===== config.mk =====
export PLATFORM = sky130hd
export DESIGN_NAME = line_win_ctrl_flat
export DESIGN_NICKNAME = d
export VERILOG_FILES = /design/src/rtl/line_win_pkg.sv /design/src/rtl/line_win_ctrl_if.sv /design/src/rtl/sig_delay.sv /design/src/rtl/line_win_ctrl.sv /design/src/flat_wrapper.sv
export SDC_FILE = /design/constraint.sdc
export NUM_CORES = 1
export LEC_CHECK = 0
export BUFFER_PORTS_ARGS = -buffer_cell sky130_fd_sc_hd__buf_2
export CAP_MARGIN = 20
export CORE_MARGIN = 2
export CORE_UTILIZATION = 55
export DETAILED_ROUTE_END_ITERATION = 8
export GPL_TIMING_DRIVEN = 1
export PLACE_DENSITY = 0.81
export SLEW_MARGIN = 30
export SYNTH_ARGS = -nofsm -noshare
export SYNTH_HDL_FRONTEND = slang
export SYNTH_SLANG_ARGS = --single-unit

===== constraint.sdc =====
create_clock -name video_clk -period 3.14 [get_ports video_clk]
set_clock_uncertainty 0.1 [all_clocks]
set_input_delay 0.314 -clock video_clk [delete_from_list [all_inputs] [get_ports video_clk]]
set_output_delay 0.314 -clock video_clk [all_outputs]
set_load 0.005 [all_outputs]

===== src/rtl/line_win_pkg.sv =====
// Shared types and constants for the 3x3 window sequencing controller.
package line_win_pkg;

    typedef enum logic [1:0] {
        IDLE,
        FLUSH,
        WAIT_DE,
        ACTIVE
    } state_t;

    localparam int                   ERR_CNT_W   = 8;
    localparam logic [ERR_CNT_W-1:0] ERR_CNT_MAX = ERR_CNT_W'(255);

endpackage


===== src/rtl/line_win_ctrl_if.sv =====
// Video input and line-FIFO / window control bundle.
// master: the controller side; slave: video source plus FIFO/window consumer.
interface line_win_ctrl_if;
    logic video_vs;
    logic video_de;
    logic fifo_rst;
    logic wr1_en;
    logic wr2_en;
    logic rd_en;
    logic win_de;
    logic win_row_inv;
    logic win_col_inv;

    modport master (
        input  video_vs, video_de,
        output fifo_rst, wr1_en, wr2_en, rd_en, win_de, win_row_inv, win_col_inv
    );

    modport slave (
        output video_vs, video_de,
        input  fifo_rst, wr1_en, wr2_en, rd_en, win_de, win_row_inv, win_col_inv
    );
endinterface


===== src/rtl/sig_delay.sv =====
// Fixed-depth register pipe, reset to zero; used to align de/x/y with the window.
module sig_delay #(
    parameter int WIDTH = 1,
    parameter int DEPTH = 2
) (
    input  logic             video_clk,
    input  logic             rst_n,
    input  logic [WIDTH-1:0] d,
    output logic [WIDTH-1:0] q
);
    logic [DEPTH-1:0][WIDTH-1:0] pipe;

    // shift d through DEPTH stages
    always_ff @(posedge video_clk or negedge rst_n) begin
        if (!rst_n) begin
            pipe <= '0;
        end else begin
            pipe[0] <= d;
            for (int i = 1; i < DEPTH; i++) pipe[i] <= pipe[i-1];
        end
    end

    assign q = pipe[DEPTH-1];
endmodule


===== src/rtl/line_win_ctrl.sv =====
// Sequencing controller for the 1-bit 3x3 window generator: frame/line
// position tracking, line-FIFO flush and enables, window-valid with border
// flags, and malformed-frame detection.
// Optional: define LINE_WIN_ERR_CNT_EN to build the saturating err_cnt counter;
// otherwise err_cnt is tied to 0.
module line_win_ctrl
    import line_win_pkg::*;
#(
    parameter int IMG_WIDTH    = 1920,
    parameter int IMG_HEIGHT   = 1080,
    parameter int FLUSH_CYCLES = 4,
    parameter int CNT_W        = 12
) (
    input  logic                 video_clk,
    input  logic                 rst_n,
    input  logic                 err_clr,
    line_win_ctrl_if.master      vif,
    output logic [CNT_W-1:0]     x_cnt,
    output logic [CNT_W-1:0]     y_cnt,
    output logic                 frame_done,
    output logic                 busy,
    output logic                 line_err,
    output logic [ERR_CNT_W-1:0] err_cnt
);
    localparam int               FC_W    = (FLUSH_CYCLES > 1) ? $clog2(FLUSH_CYCLES) : 1;
    localparam logic [FC_W-1:0]  FC_LAST = FC_W'(FLUSH_CYCLES - 1);
    localparam logic [CNT_W-1:0] X_LAST  = CNT_W'(IMG_WIDTH - 1);
    localparam logic [CNT_W-1:0] Y_LAST  = CNT_W'(IMG_HEIGHT - 1);
    localparam logic [CNT_W-1:0] BORDER  = CNT_W'(2);

    state_t           state;
    logic [FC_W-1:0]  flush_cnt;
    logic             vs_d, de_d;
    logic             vs_rise, cnt_phase, en_de, line_last, frame_last;
    logic             short_line, err_ev;
    logic             win_de_d2;
    logic [CNT_W-1:0] x_d2, y_d2;

    assign vs_rise    = vif.video_vs & ~vs_d;
    assign cnt_phase  = (state == WAIT_DE) || (state == ACTIVE);
    assign en_de      = vif.video_de & cnt_phase;
    assign line_last  = (x_cnt == X_LAST);
    assign frame_last = en_de & line_last & (y_cnt == Y_LAST);
    // A line that ends early still advances y so both FIFOs stay on the same line phase
    assign short_line = cnt_phase & ~vif.video_de & de_d & (x_cnt != '0);
    assign err_ev     = (vs_rise & (state == ACTIVE))
                      | (vif.video_de & (state == FLUSH))
                      | short_line;

    assign busy         = (state != IDLE);
    assign vif.fifo_rst = (state == FLUSH);
    assign vif.wr1_en   = en_de & (y_cnt < Y_LAST);
    assign vif.rd_en    = en_de & (y_cnt != '0);

    // edge-detect history for vs and de
    always_ff @(posedge video_clk or negedge rst_n) begin
        if (!rst_n) begin
            vs_d <= 1'b0;
            de_d <= 1'b0;
        end else begin
            vs_d <= vif.video_vs;
            de_d <= vif.video_de;
        end
    end

    // frame sequencer: flush on every frame start, then count pixels to frame end
    always_ff @(posedge video_clk or negedge rst_n) begin
        if (!rst_n) begin
            state      <= IDLE;
            flush_cnt  <= '0;
            x_cnt      <= '0;
            y_cnt      <= '0;
            frame_done <= 1'b0;
        end else begin
            frame_done <= 1'b0;
            if (vs_rise) begin
                state     <= FLUSH;
                flush_cnt <= '0;
                x_cnt     <= '0;
                y_cnt     <= '0;
            end else begin
                case (state)
                    IDLE: ;
                    FLUSH: begin
                        if (flush_cnt == FC_LAST) state <= WAIT_DE;
                        else flush_cnt <= flush_cnt + FC_W'(1);
                    end
                    default: begin
                        if (en_de) begin
                            state <= ACTIVE;
                            if (frame_last) begin
                                state      <= IDLE;
                                x_cnt      <= '0;
                                y_cnt      <= '0;
                                frame_done <= 1'b1;
                            end else if (line_last) begin
                                x_cnt <= '0;
                                y_cnt <= y_cnt + CNT_W'(1);
                            end else begin
                                x_cnt <= x_cnt + CNT_W'(1);
                            end
                        end else if (short_line) begin
                            x_cnt <= '0;
                            y_cnt <= y_cnt + CNT_W'(1);
                        end
                    end
                endcase
            end
        end
    end

    // FIFO 2 is written with FIFO 1's output, which appears one cycle after the read
    always_ff @(posedge video_clk or negedge rst_n) begin
        if (!rst_n) vif.wr2_en <= 1'b0;
        else        vif.wr2_en <= vif.wr1_en;
    end

    sig_delay #(
        .WIDTH (1 + 2*CNT_W),
        .DEPTH (2)
    ) u_win_dly (
        .video_clk (video_clk),
        .rst_n     (rst_n),
        .d         ({en_de, x_cnt, y_cnt}),
        .q         ({win_de_d2, x_d2, y_d2})
    );

    assign vif.win_de      = win_de_d2;
    assign vif.win_col_inv = win_de_d2 & (x_d2 < BORDER);
    assign vif.win_row_inv = win_de_d2 & (y_d2 < BORDER);

    // sticky error flag; a new event beats a simultaneous clear
    always_ff @(posedge video_clk or negedge rst_n) begin
        if (!rst_n)       line_err <= 1'b0;
        else if (err_ev)  line_err <= 1'b1;
        else if (err_clr) line_err <= 1'b0;
    end

`ifdef LINE_WIN_ERR_CNT_EN
    // saturating error event counter; clear with a coincident event leaves 1
    always_ff @(posedge video_clk or negedge rst_n) begin
        if (!rst_n)
            err_cnt <= '0;
        else if (err_clr)
            err_cnt <= ERR_CNT_W'(err_ev);
        else if (err_ev && (err_cnt != ERR_CNT_MAX))
            err_cnt <= err_cnt + ERR_CNT_W'(1);
    end
`else
    assign err_cnt = '0;
`endif

endmodule


===== src/flat_wrapper.sv =====
// flat-port wrapper written by rule: the top's interface ports become plain ports
module line_win_ctrl_flat import line_win_pkg::*;
#(
    parameter int IMG_WIDTH    = 1920,
    parameter int IMG_HEIGHT   = 1080,
    parameter int FLUSH_CYCLES = 4,
    parameter int CNT_W        = 12
)
  (video_clk, rst_n, err_clr, x_cnt, y_cnt, frame_done, busy, line_err, err_cnt, vif_video_vs, vif_video_de, vif_fifo_rst, vif_wr1_en, vif_wr2_en, vif_rd_en, vif_win_de, vif_win_row_inv, vif_win_col_inv);
  line_win_ctrl_if vif_i ();
  input  logic video_clk;
  input  logic rst_n;
  input  logic err_clr;
  output logic [CNT_W-1:0] x_cnt;
  output logic [CNT_W-1:0] y_cnt;
  output logic frame_done;
  output logic busy;
  output logic line_err;
  output logic [ERR_CNT_W-1:0] err_cnt;
  input wire logic [$bits(vif_i.video_vs)-1:0] vif_video_vs;
  input wire logic [$bits(vif_i.video_de)-1:0] vif_video_de;
  output wire logic [$bits(vif_i.fifo_rst)-1:0] vif_fifo_rst;
  output wire logic [$bits(vif_i.wr1_en)-1:0] vif_wr1_en;
  output wire logic [$bits(vif_i.wr2_en)-1:0] vif_wr2_en;
  output wire logic [$bits(vif_i.rd_en)-1:0] vif_rd_en;
  output wire logic [$bits(vif_i.win_de)-1:0] vif_win_de;
  output wire logic [$bits(vif_i.win_row_inv)-1:0] vif_win_row_inv;
  output wire logic [$bits(vif_i.win_col_inv)-1:0] vif_win_col_inv;
  assign vif_i.video_vs = vif_video_vs;
  assign vif_i.video_de = vif_video_de;
  assign vif_fifo_rst = vif_i.fifo_rst;
  assign vif_wr1_en = vif_i.wr1_en;
  assign vif_wr2_en = vif_i.wr2_en;
  assign vif_rd_en = vif_i.rd_en;
  assign vif_win_de = vif_i.win_de;
  assign vif_win_row_inv = vif_i.win_row_inv;
  assign vif_win_col_inv = vif_i.win_col_inv;
  line_win_ctrl #(.IMG_WIDTH(IMG_WIDTH), .IMG_HEIGHT(IMG_HEIGHT), .FLUSH_CYCLES(FLUSH_CYCLES), .CNT_W(CNT_W)) u_core (.video_clk(video_clk), .rst_n(rst_n), .err_clr(err_clr), .vif(vif_i), .x_cnt(x_cnt), .y_cnt(y_cnt), .frame_done(frame_done), .busy(busy), .line_err(line_err), .err_cnt(err_cnt));
endmodule

* After elaboration in Yosys (flattened, before gate mapping)
Cells that the tools add are included.
** Storage, ports and cells
- Register bits after elaboration :: 83
- Bits in latches :: 0
- RAM bits :: 0
- Memory bits (read-only) :: 0
- Output and inout port bits :: 42
- Word-level logic and storage cells :: 85
- Memories :: 0
** Operators by class
- Add/sub/neg operators :: 3
- $mul :: 0
- Div/mod/pow operators :: 0
- $lt $le $gt $ge :: 3
- Eq/ne operators :: 11
- Shift-type cells :: 0
- Multiplexer cells :: 26
- Bitwise operators :: 17
- Reduce and logical (&&, ||, !) cells :: 14
** Operators by type and width (count)
- 2-to-1 mux 12 bit :: 12
- adder 12 x 1 -> 12 bit, second input constant :: 2
- == test 12 x 11 -> 1 bit, second input constant :: 2
- < comparator 12 x 2 -> 1 bit, second input constant :: 2
- nonzero test 12 bit :: 2
- 2-to-1 mux 2 bit :: 7
- bitwise AND 1 bit :: 13
- < comparator 12 x 11 -> 1 bit, second input constant :: 1
- == test 2 bit, second input constant :: 3
- 2-to-1 mux 1 bit :: 6
- != test 2 x 1 -> 1 bit, second input constant :: 3
- AND reduction 3 bit :: 2
- nonzero test 2 bit :: 3
- nonzero test 3 bit :: 2
- != test 4 x 3 -> 1 bit, second input constant :: 1
- one-hot mux 2 bit (2 select lines) :: 1
- AND reduction 2 bit :: 2
- != test 3 x 1 -> 1 bit, second input constant :: 1
- adder 2 x 1 -> 2 bit, second input constant :: 1
- == test 2 x 1 -> 1 bit, second input constant :: 1
- zero test 2 bit :: 1
- NOT 1 bit :: 2
- OR 1 bit :: 2
- OR reduction 2 bit :: 1
- logical OR 1 bit :: 1

* Logic depth before layout (Yosys ltp)
Gate-level depths: netlist of run 1.
- Depth in word-level cells :: 9
- Depth in mapped cells :: 9

* Modules after synthesis
From an unflattened synthesis of run 1, not the netlist that was laid out.
** Unflattened totals
- Cell total of the unflattened synthesis :: 290
- Area total of the unflattened synthesis :: 3473.3 µm²
** By module, submodules not included
- line_win_ctrl :: times used 1, cells an instance 215, area an instance 2034.5 µm², sequential area each 825.8 µm²
- sig_delay :: times used 1, cells an instance 75, area an instance 1438.9 µm², sequential area each 1251.2 µm²

* Least setup slack after synthesis of run 1
OpenSTA, ideal clock, no wires.
- Kind :: register to register
- From :: register u_core.x_cnt[1]
- To :: register u_core.y_cnt[10]
- Data arrival time :: 2.177 ns
- Data required time :: 2.963 ns
- Setup slack :: 0.785 ns
- Stages on the path, launching flop included :: 8
- Clock period less this slack :: 2.355 ns
- Path through :: dfrtp_1 ha_1 nand3_2 nor4_4 o22ai_2 buf_6 or4_1 a21oi_1
** On the way
- Cells in the longest elaborated chain, start to end :: 7
- Elaborated cells on any way between the ends :: 12
- Classes of those cells :: 2 x eq/ne; 4 x mux; 3 x bitwise; 3 x reduce/logical
** RTL lines
- from (decl) :: line line_win_ctrl.sv:18 : output logic [CNT_W-1:0] x_cnt,
- from (signal assigned) :: line line_win_ctrl.sv:100 : x_cnt <= x_cnt + CNT_W'(1);
- == test 12 x 11 -> 1 bit :: line line_win_ctrl.sv:42 : assign line_last = (x_cnt == X_LAST);
- bitwise AND 1 bit (2 in series) :: line line_win_ctrl.sv:43 : assign frame_last = en_de & line_last & (y_cnt == Y_LAST);
- 2-to-1 mux 12 bit :: line line_win_ctrl.sv:91 : if (frame_last) begin
- 2-to-1 mux 12 bit :: line line_win_ctrl.sv:89 : if (en_de) begin
- 2-to-1 mux 12 bit :: line line_win_ctrl.sv:82 : case (state)
- 2-to-1 mux 12 bit :: line line_win_ctrl.sv:76 : if (vs_rise) begin
- to (signal assigned) :: line line_win_ctrl.sv:98 : y_cnt <= y_cnt + CNT_W'(1);
- to (signal assigned) :: line line_win_ctrl.sv:104 : y_cnt <= y_cnt + CNT_W'(1);
- to (decl) :: line line_win_ctrl.sv:19 : output logic [CNT_W-1:0] y_cnt,
Parallel ways exist; a longest one is shown, timed or not. The select of a mux whose other input is x is not followed.
A chain may end at the register's enable or synchronous reset.

* Worst setup path in the final report of run 1
- From :: register u_core.y_cnt[6]
- To :: output port vif_wr1_en
** On the way
- Cells in the longest elaborated chain, start to end :: 2
** RTL lines
- < comparator 12 x 11 -> 1 bit :: line line_win_ctrl.sv:52 : assign vif.wr1_en = en_de & (y_cnt < Y_LAST);
- bitwise AND 1 bit :: line line_win_ctrl.sv:52
- to (decl) :: line flat_wrapper.sv:23 : output wire logic [$bits(vif_i.wr1_en)-1:0] vif_wr1_en;
No other way between the ends.

==> results of run 1 <==
-- state kept, by name (all words and copies together) (netlist names), 2 cells and up --
signal,flops
u_core.x_cnt,12
u_core.y_cnt,12
u_core.u_win_dly.q,23
u_core.flush_cnt,2
u_core.u_win_dly.pipe,23
u_core.state,2
-- per-layer routing --
metal,share of wire,GRT usage
met5,0,0
met4,0.027,0.1123
met3,0.066,0.05517
met2,0.47,0.2974
met1,0.44,0.2846
-- where the power goes --
part	total, mW	internal, mW	switching, mW
combinational	0.400	0.179	0.221
sequential	1.20	1.11	0.0877
clock	0.839	0.494	0.345
-- area by class of cell --
type                            count  area share
Clock inverter                      4     0.02178
Multi-Input combinational cell    162      0.2778
Sequential cell                    79      0.5550
Tap cell                           72     0.02529
Inverter                            9    0.009484
Clock buffer                       12     0.04355
Timing Repair Buffer               43     0.06709
-- path summary, 6_finish.rpt --
kind	from	to	slack, ns	cells after the start
worst max register to register	u_core.x_cnt[1]	u_core.y_cnt[10]	0.61	6
worst min register to register	u_core.u_win_dly.pipe[18]	u_core.u_win_dly.q[18]	0.25	0
min in group asynchronous	rst_n	u_core.x_cnt[1]	0.45	2
max in group asynchronous	rst_n	u_core.u_win_dly.q[11]	2.01	2
worst min-delay path	vif_video_de	u_core.de_d	0.03	1
worst max-delay path	u_core.y_cnt[6]	vif_wr1_en	0.57	4
-- placed cells by master, fill, tap and decap left out, types with 8 or more instances in the layout --
cell / count
sky130_fd_sc_hd__a21oi_1: 15
sky130_fd_sc_hd__buf_2: 37
sky130_fd_sc_hd__clkbuf_8: 11
sky130_fd_sc_hd__conb_1: 8
sky130_fd_sc_hd__dfrtp_1: 79
sky130_fd_sc_hd__inv_1: 9
sky130_fd_sc_hd__nand2_1: 14
sky130_fd_sc_hd__nand3_1: 11
sky130_fd_sc_hd__nor2_1: 12
sky130_fd_sc_hd__nor3_1: 8
sky130_fd_sc_hd__o21ai_0: 20
sky130_fd_sc_hd__or4_1: 9
-- logic make-up after synthesis --
logic type	Yosys count	synth area share
xor gates and xnor gates	2	0.005715
buffers and inverters	23	0.04081
muxes	3	0.01061
and+or+nand+nor	89	0.1669
AOI/OAI and AO/OA	55	0.1094
DFF	79	0.6449
other	1	0.001223
adders and majority gates	5	0.02041
-- critical path, cell delays in order, from the launching register on --
cell and delay [ns]:
sky130_fd_sc_hd__dfrtp_1 0.45, sky130_fd_sc_hd__or4_1 0.62, sky130_fd_sc_hd__a2111oi_0 0.44, sky130_fd_sc_hd__buf_4 0.20, sky130_fd_sc_hd__buf_2 0.11
-- per-stage QoR --
stage	power [mW]	cells	hold slack, ns
final	2.436	381	0.02612
after global routing	2.564	381	0.02851
after CTS	2.459	380	0.01487
after detailed placement	1.613	363	0.2347
after global placement	1.595	363	0.2323
after floorplan	1.464	264	-0.08159
==> out/summary.json, run 1 <==
{
  "route.detailed.wl_per_inst_um": 15.33,
  "insertion_delay_ns": 0.34,
  "post_synth.cell_area_avg_um2": 11.93,
  "effective_utilization_at_floorplan": 0.5636,
  "pin_count_of_the_biggest_net_entering_global_routing": 80,
  "fin_area_mm2": 0.003562,
  "cap_violations": 0,
  "cts-buffers-inserted": 9,
  "rows": 27,
  "vias": 2149,
  "detail_route.iter0.violations": 235,
  "final.fill_count": 421,
  "outcome": "finished clean",
  "routed_wirelength_um": 5841,
  "core_area_mm2": 0.005439,
  "cts_hold_buffers": 1,
  "yosys_warnings": 0,
  "layout.core_utilization": 0.6549,
  "overflow": 0,
  "timing.critical_path.from_type": "flop",
  "portBuffers": 38,
  "period_share": 0.8194,
  "antennaDiodeCount": 0,
  "synth_common_cells": "79 x sky130_fd_sc_hd__dfrtp_1, 20 x sky130_fd_sc_hd__o21ai_0, 15 x sky130_fd_sc_hd__a21oi_1",
  "die_area_mm2": 0.006187,
  "postPlaceCellArea_mm2": 0.003306,
  "post-route-drc-count": 0,
  "worst_setup_end_kind": "output pin",
  "synth.lib_cells_used.distinct": 42,
  "critical_path_type": "reg2out",
  "cts_repair_resize_count": 0,
  "cts_setup_buffers": 0,
  "sequential_cell_area_mm2": 0.001977,
  "netlist_area_before_placement_mm2": 0.003065,
  "route.detailed.vias_per_inst": 5.640,
  "design.final.nets": 314,
  "period_needed_ns": 2.573,
  "maxClockFrequency_mhz": 388.7,
  "timing.final.ws_setup_ns": 0.5672,
  "post_synth_edffs": 0,
  "tns_ns": 0,
  "cts_sinks": 79,
  "die_h_um": 78.66,
  "vdd.ir_drop.worst_mv": 0.5380,
  "finalHoldViolations": 0,
  "footprint_of_the_multi_input_gates_um2": 989.7,
  "cts_tree": "yes",
  "first_drt_pass_iteration_count": 5,
  "slew_violations": 0,
  "clk_pin_slew_worst_paths_ns": 0.08,
  "synth_most_common_cell": "sky130_fd_sc_hd__dfrtp_1",
  "cp.required_ns": 2.73,
  "power-per-cell-area_mw_per_mm2": 683.8,
  "unrepaired_setup_endpoints_after_global_routing": "false",
  "post_synth_inst_count": 257,
  "seq_total_area_yosys": 0.6449,
  "area_delta_synth_final_pct": 16.20,
  "max-slew-margin-rel": 0.4794,
  "cts-root-buf": "sky130_fd_sc_hd__clkbuf_8",
  "crit_fanout": 8,
  "gp_congestion": 0.8608,
  "ctsLongestPathBuffers": 2,
  "synth-seq-cells": 79,
  "worst_hold_path_type": "in2reg",
  "yosys_most_used_dff": "sky130_fd_sc_hd__dfrtp_1",
  "synthDominantAreaCellType": "sky130_fd_sc_hd__dfrtp_1",
  "grt_pass1_wl_um": 9625,
  "grt_pass1_vias": 2041,
  "setup-violations-final": 0,
  "yosysTopAreaCellShare": 0.6449,
  "place_worst_setup_slack_ns": 0.6945,
  "netlist_top_cells_area": "sky130_fd_sc_hd__dfrtp_1 64%, sky130_fd_sc_hd__o21ai_0 3.3%, sky130_fd_sc_hd__a21oi_1 2.4%",
  "async_flop_share": 1.000,
  "cts_htree_levels": 3,
  "p_leak_nw": 1.725,
  "layout_cell_share_with_drive_strength_beyond_1": 0.2006,
  "die_w_um": 78.66,
  "ioPinCount": 47,
  "timing_worst_slew_pin_value_ns": 0.7809,
  "final_antenna_net_count": 0,
  "groute.usage.overall": 0.2056,
  "antenna_found_initial": 0,
  "worst_ep_arrival_time_ns": 2.16,
  "hpwl_um": 3857
}
(Power assumes the default switching activity.)
==> run 2: changes to the inputs <==
--- a/config.mk
+++ b/config.mk
@@ -8,10 +8,10 @@
 export BUFFER_PORTS_ARGS = -buffer_cell sky130_fd_sc_hd__buf_2
 export CAP_MARGIN = 20
 export CORE_MARGIN = 2
-export CORE_UTILIZATION = 55
+export CORE_UTILIZATION = 50
 export DETAILED_ROUTE_END_ITERATION = 8
 export GPL_TIMING_DRIVEN = 1
-export PLACE_DENSITY = 0.81
+export PLACE_DENSITY = 0.77
 export SLEW_MARGIN = 30
 export SYNTH_ARGS = -nofsm -noshare
 export SYNTH_HDL_FRONTEND = slang
==> constraint.sdc (replaced) <==
create_clock -name video_clk -period 2.1 [get_ports video_clk]
set_clock_uncertainty 0.1 [all_clocks]
set_input_delay 0.21 -clock video_clk [delete_from_list [all_inputs] [get_ports video_clk]]
set_output_delay 0.21 -clock video_clk [all_outputs]
set_load 0.005 [all_outputs]
==> run 2 against run 1 <==
Hold slack better by 0.026 ns; highest routed layer unchanged; combinational power rose to 2.6 times the previous value; cell area up 19%; sequential cell count unchanged; the run now ends with setup timing left; first-iteration DRC count down 29%; global-route usage up 3.6 points; die area up 9.5%; worst setup slack worse by 0.75 ns.
==> out/summary.json, run 2 (synthesized netlist as in run 1, its figures left out) <==
{
  "outcome": "finished, violations left",
  "violations": "setup timing",
  "core_area_mm2": 0.005921,
  "overflow": 0,
  "globalRouteMet2Util": 0.3581,
  "area_delta_synth_final_pct": 38.16,
  "timing.final.ws_setup_ns": -0.1822,
  "critical_path_type": "reg2out",
  "first_drt_pass_iteration_count": 4,
  "power-per-cell-area_mw_per_mm2": 920.5,
  "crit_fanout": 3,
  "worst_setup_end_kind": "output pin",
  "hold-worst-slack_ns": 0.05213,
  "route.detailed.wl_per_inst_um": 17.57,
  "die_w_um": 82.30,
  "groute.usage.overall": 0.2420,
  "portBuffers": 38,
  "switching_share": 0.3016,
  "power_frac_clock": 0.291,
  "vdd.ir_drop.worst_mv": 0.8018,
  "slew_violations": 0,
  "pin_count_of_the_biggest_net_entering_global_routing": 38,
  "final.fill_count": 389,
  "ioPinCount": 47,
  "power_report.internal_total_mw": 2.723,
  "cts-root-buf": "sky130_fd_sc_hd__clkbuf_8",
  "cts_sinks": 79,
  "worst_hold_path_type": "in2reg",
  "design.final.nets": 371,
  "cap_violations": 0,
  "postPlaceCellArea_mm2": 0.003665,
  "non_filler_cells_final": 441,
  "period_needed_ns": 2.282,
  "cts_htree_levels": 3,
  "post-route-drc-count": 0,
  "cells_traversed_along_the_worst_timing_path": "or4_4, buf_6, a2111oi_4, buf_4, buf_6",
  "cts_tree": "yes",
  "insertion_delay_ns": 0.36,
  "grt_pass1_vias": 2336,
  "cts-buffers-inserted": 9,
  "most-common-layout-cells": "75 x sky130_fd_sc_hd__dfrtp_1, 50 x sky130_fd_sc_hd__buf_4, 37 x sky130_fd_sc_hd__buf_2",
  "setup-violations-final": 16,
  "combinationalPowerShare": 0.261,
  "busiest_layer": "met2",
  "finalHoldViolations": 0,
  "power.net_switching_mw": 1.176,
  "worst_path_most_repeated_cell": "sky130_fd_sc_hd__buf_6",
  "die_h_um": 82.30,
  "routed_wirelength_um": 7747,
  "route.detailed.vias_per_inst": 5.780,
  "grt_pass1_wl_um": 11710,
  "period_share": 1.087,
  "die_area_mm2": 0.006773,
  "timing.critical_path.from_type": "flop",
  "antennaDiodeCount": 0,
  "max-slew-margin-rel": 0.6315,
  "unrepaired_setup_endpoints_after_global_routing": "true",
  "fin_area_mm2": 0.004235,
  "layout_commonest_cell": "sky130_fd_sc_hd__dfrtp_1",
  "rows": 28,
  "power.sequential.fraction": 0.448,
  "hpwl_um": 4670,
  "final_antenna_net_count": 0,
  "place_worst_setup_slack_ns": -0.02912,
  "detail_route.iter0.violations": 166,
  "layout_cell_share_with_drive_strength_beyond_1": 0.4153,
  "cp.required_ns": 1.79,
  "gp_congestion": 0.9052,
  "effective_utilization_at_floorplan": 0.5178,
  "grt.met1_usage": 0.3286,
  "p_leak_nw": 2.049,
  "layout.core_utilization": 0.7153,
  "cells_after_dpl": 408,
  "clk_pin_slew_worst_paths_ns": 0.09,
  "cp_slowest_stage_delay_ns": 0.53,
  "ctsLongestPathBuffers": 2,
  "antenna_found_initial": 0,
  "timing_worst_slew_pin_value_ns": 0.5512,
  "groute.layer.met3.usage": 0.06630,
  "worst_ep_arrival_time_ns": 1.97,
  "crit_slowest_cell": "sky130_fd_sc_hd__or4_4",
  "vias": 2549,
  "maxClockFrequency_mhz": 438.2
}
[run 2: cell count changes in the layout (fill, tap and decap cells not counted), moves of 5 or more]
cell / change
sky130_fd_sc_hd__a21oi_1: -6
sky130_fd_sc_hd__a21oi_2: +6
sky130_fd_sc_hd__buf_4: +47
sky130_fd_sc_hd__buf_6: +7
sky130_fd_sc_hd__or4_1: -5
sky130_fd_sc_hd__or4_4: +5
[run 2: power by group through the flow]
stage | clock (mW) | combinational (mW) | sequential (mW)
global placement | 0 | 0.753 | 1.77
detailed placement | 0 | 0.785 | 1.78
finish | 1.13 | 1.02 | 1.75
global route | 1.21 | 1.11 | 1.77
floorplan | 0 | 0.409 | 1.79
CTS | 1.13 | 0.929 | 1.74
[run 2: through the flow]
stage | TNS, ns | total power [mW]
2_1_floorplan | 0 | 2.195
3_3_place_gp | 0 | 2.523
3_5_place_dp | -0.05113 | 2.561
4_1_cts | -0.5157 | 3.806
5_1_grt | -2.642 | 4.091
6_report | -1.718 | 3.899
[run 2: path summary, 6_finish.rpt]
check / start / cells past startpoint / slack [ns] / end
setup / recovery: u_core.y_cnt[8] / 5 / -0.18 / vif_wr1_en
setup reg to reg: u_core.y_cnt[8] / 6 / -0.17 / u_core.y_cnt[0]
max in group asynchronous: rst_n / 3 / 1.02 / u_core.x_cnt[7]
min in group asynchronous: rst_n / 2 / 0.23 / u_core.x_cnt[2]
hold / removal: err_clr / 3 / 0.05 / u_core.line_err
hold reg to reg: u_core.u_win_dly.pipe[14] / 0 / 0.24 / u_core.u_win_dly.q[14]
[run 2: area by class of cell]
class / count / area [um2] / area share
Sequential cell: 79 / 1982 / 0.4679
Multi-Input combinational cell: 162 / 1201 / 0.2836
Timing Repair Buffer: 100 / 728.2 / 0.1719
Clock buffer: 10 / 127.6 / 0.03013
Tap cell: 75 / 93.84 / 0.02216
Clock inverter: 6 / 68.82 / 0.01625
Inverter: 9 / 33.78 / 0.007976
[run 2: critical path: cells and delay by family, from the launching register on]
| family | cells | cell delay [ns] |
|---|---|---|
| AOI/OAI and AO/OA | 1 | 0.27 |
| buffers and inverters | 3 | 0.40 |
| DFF | 1 | 0.40 |
| and+or+nand+nor | 1 | 0.53 |
[run 2: routing by layer]
metal	wire length (um)	up-vias
met5	0	-
met4	259	0
met3	723	37
met2	3791	160
met1	2971	1217
li1	-	1135
[run 2: timing repair]
action,CTS,global route
pin swaps,11,6
cloned,2,1
endpoints found under the hold margin,37,0
setup endpoints to repair,4,20
hold buffers,3,0
setup buffers,8,6
gates resized for setup,27,26
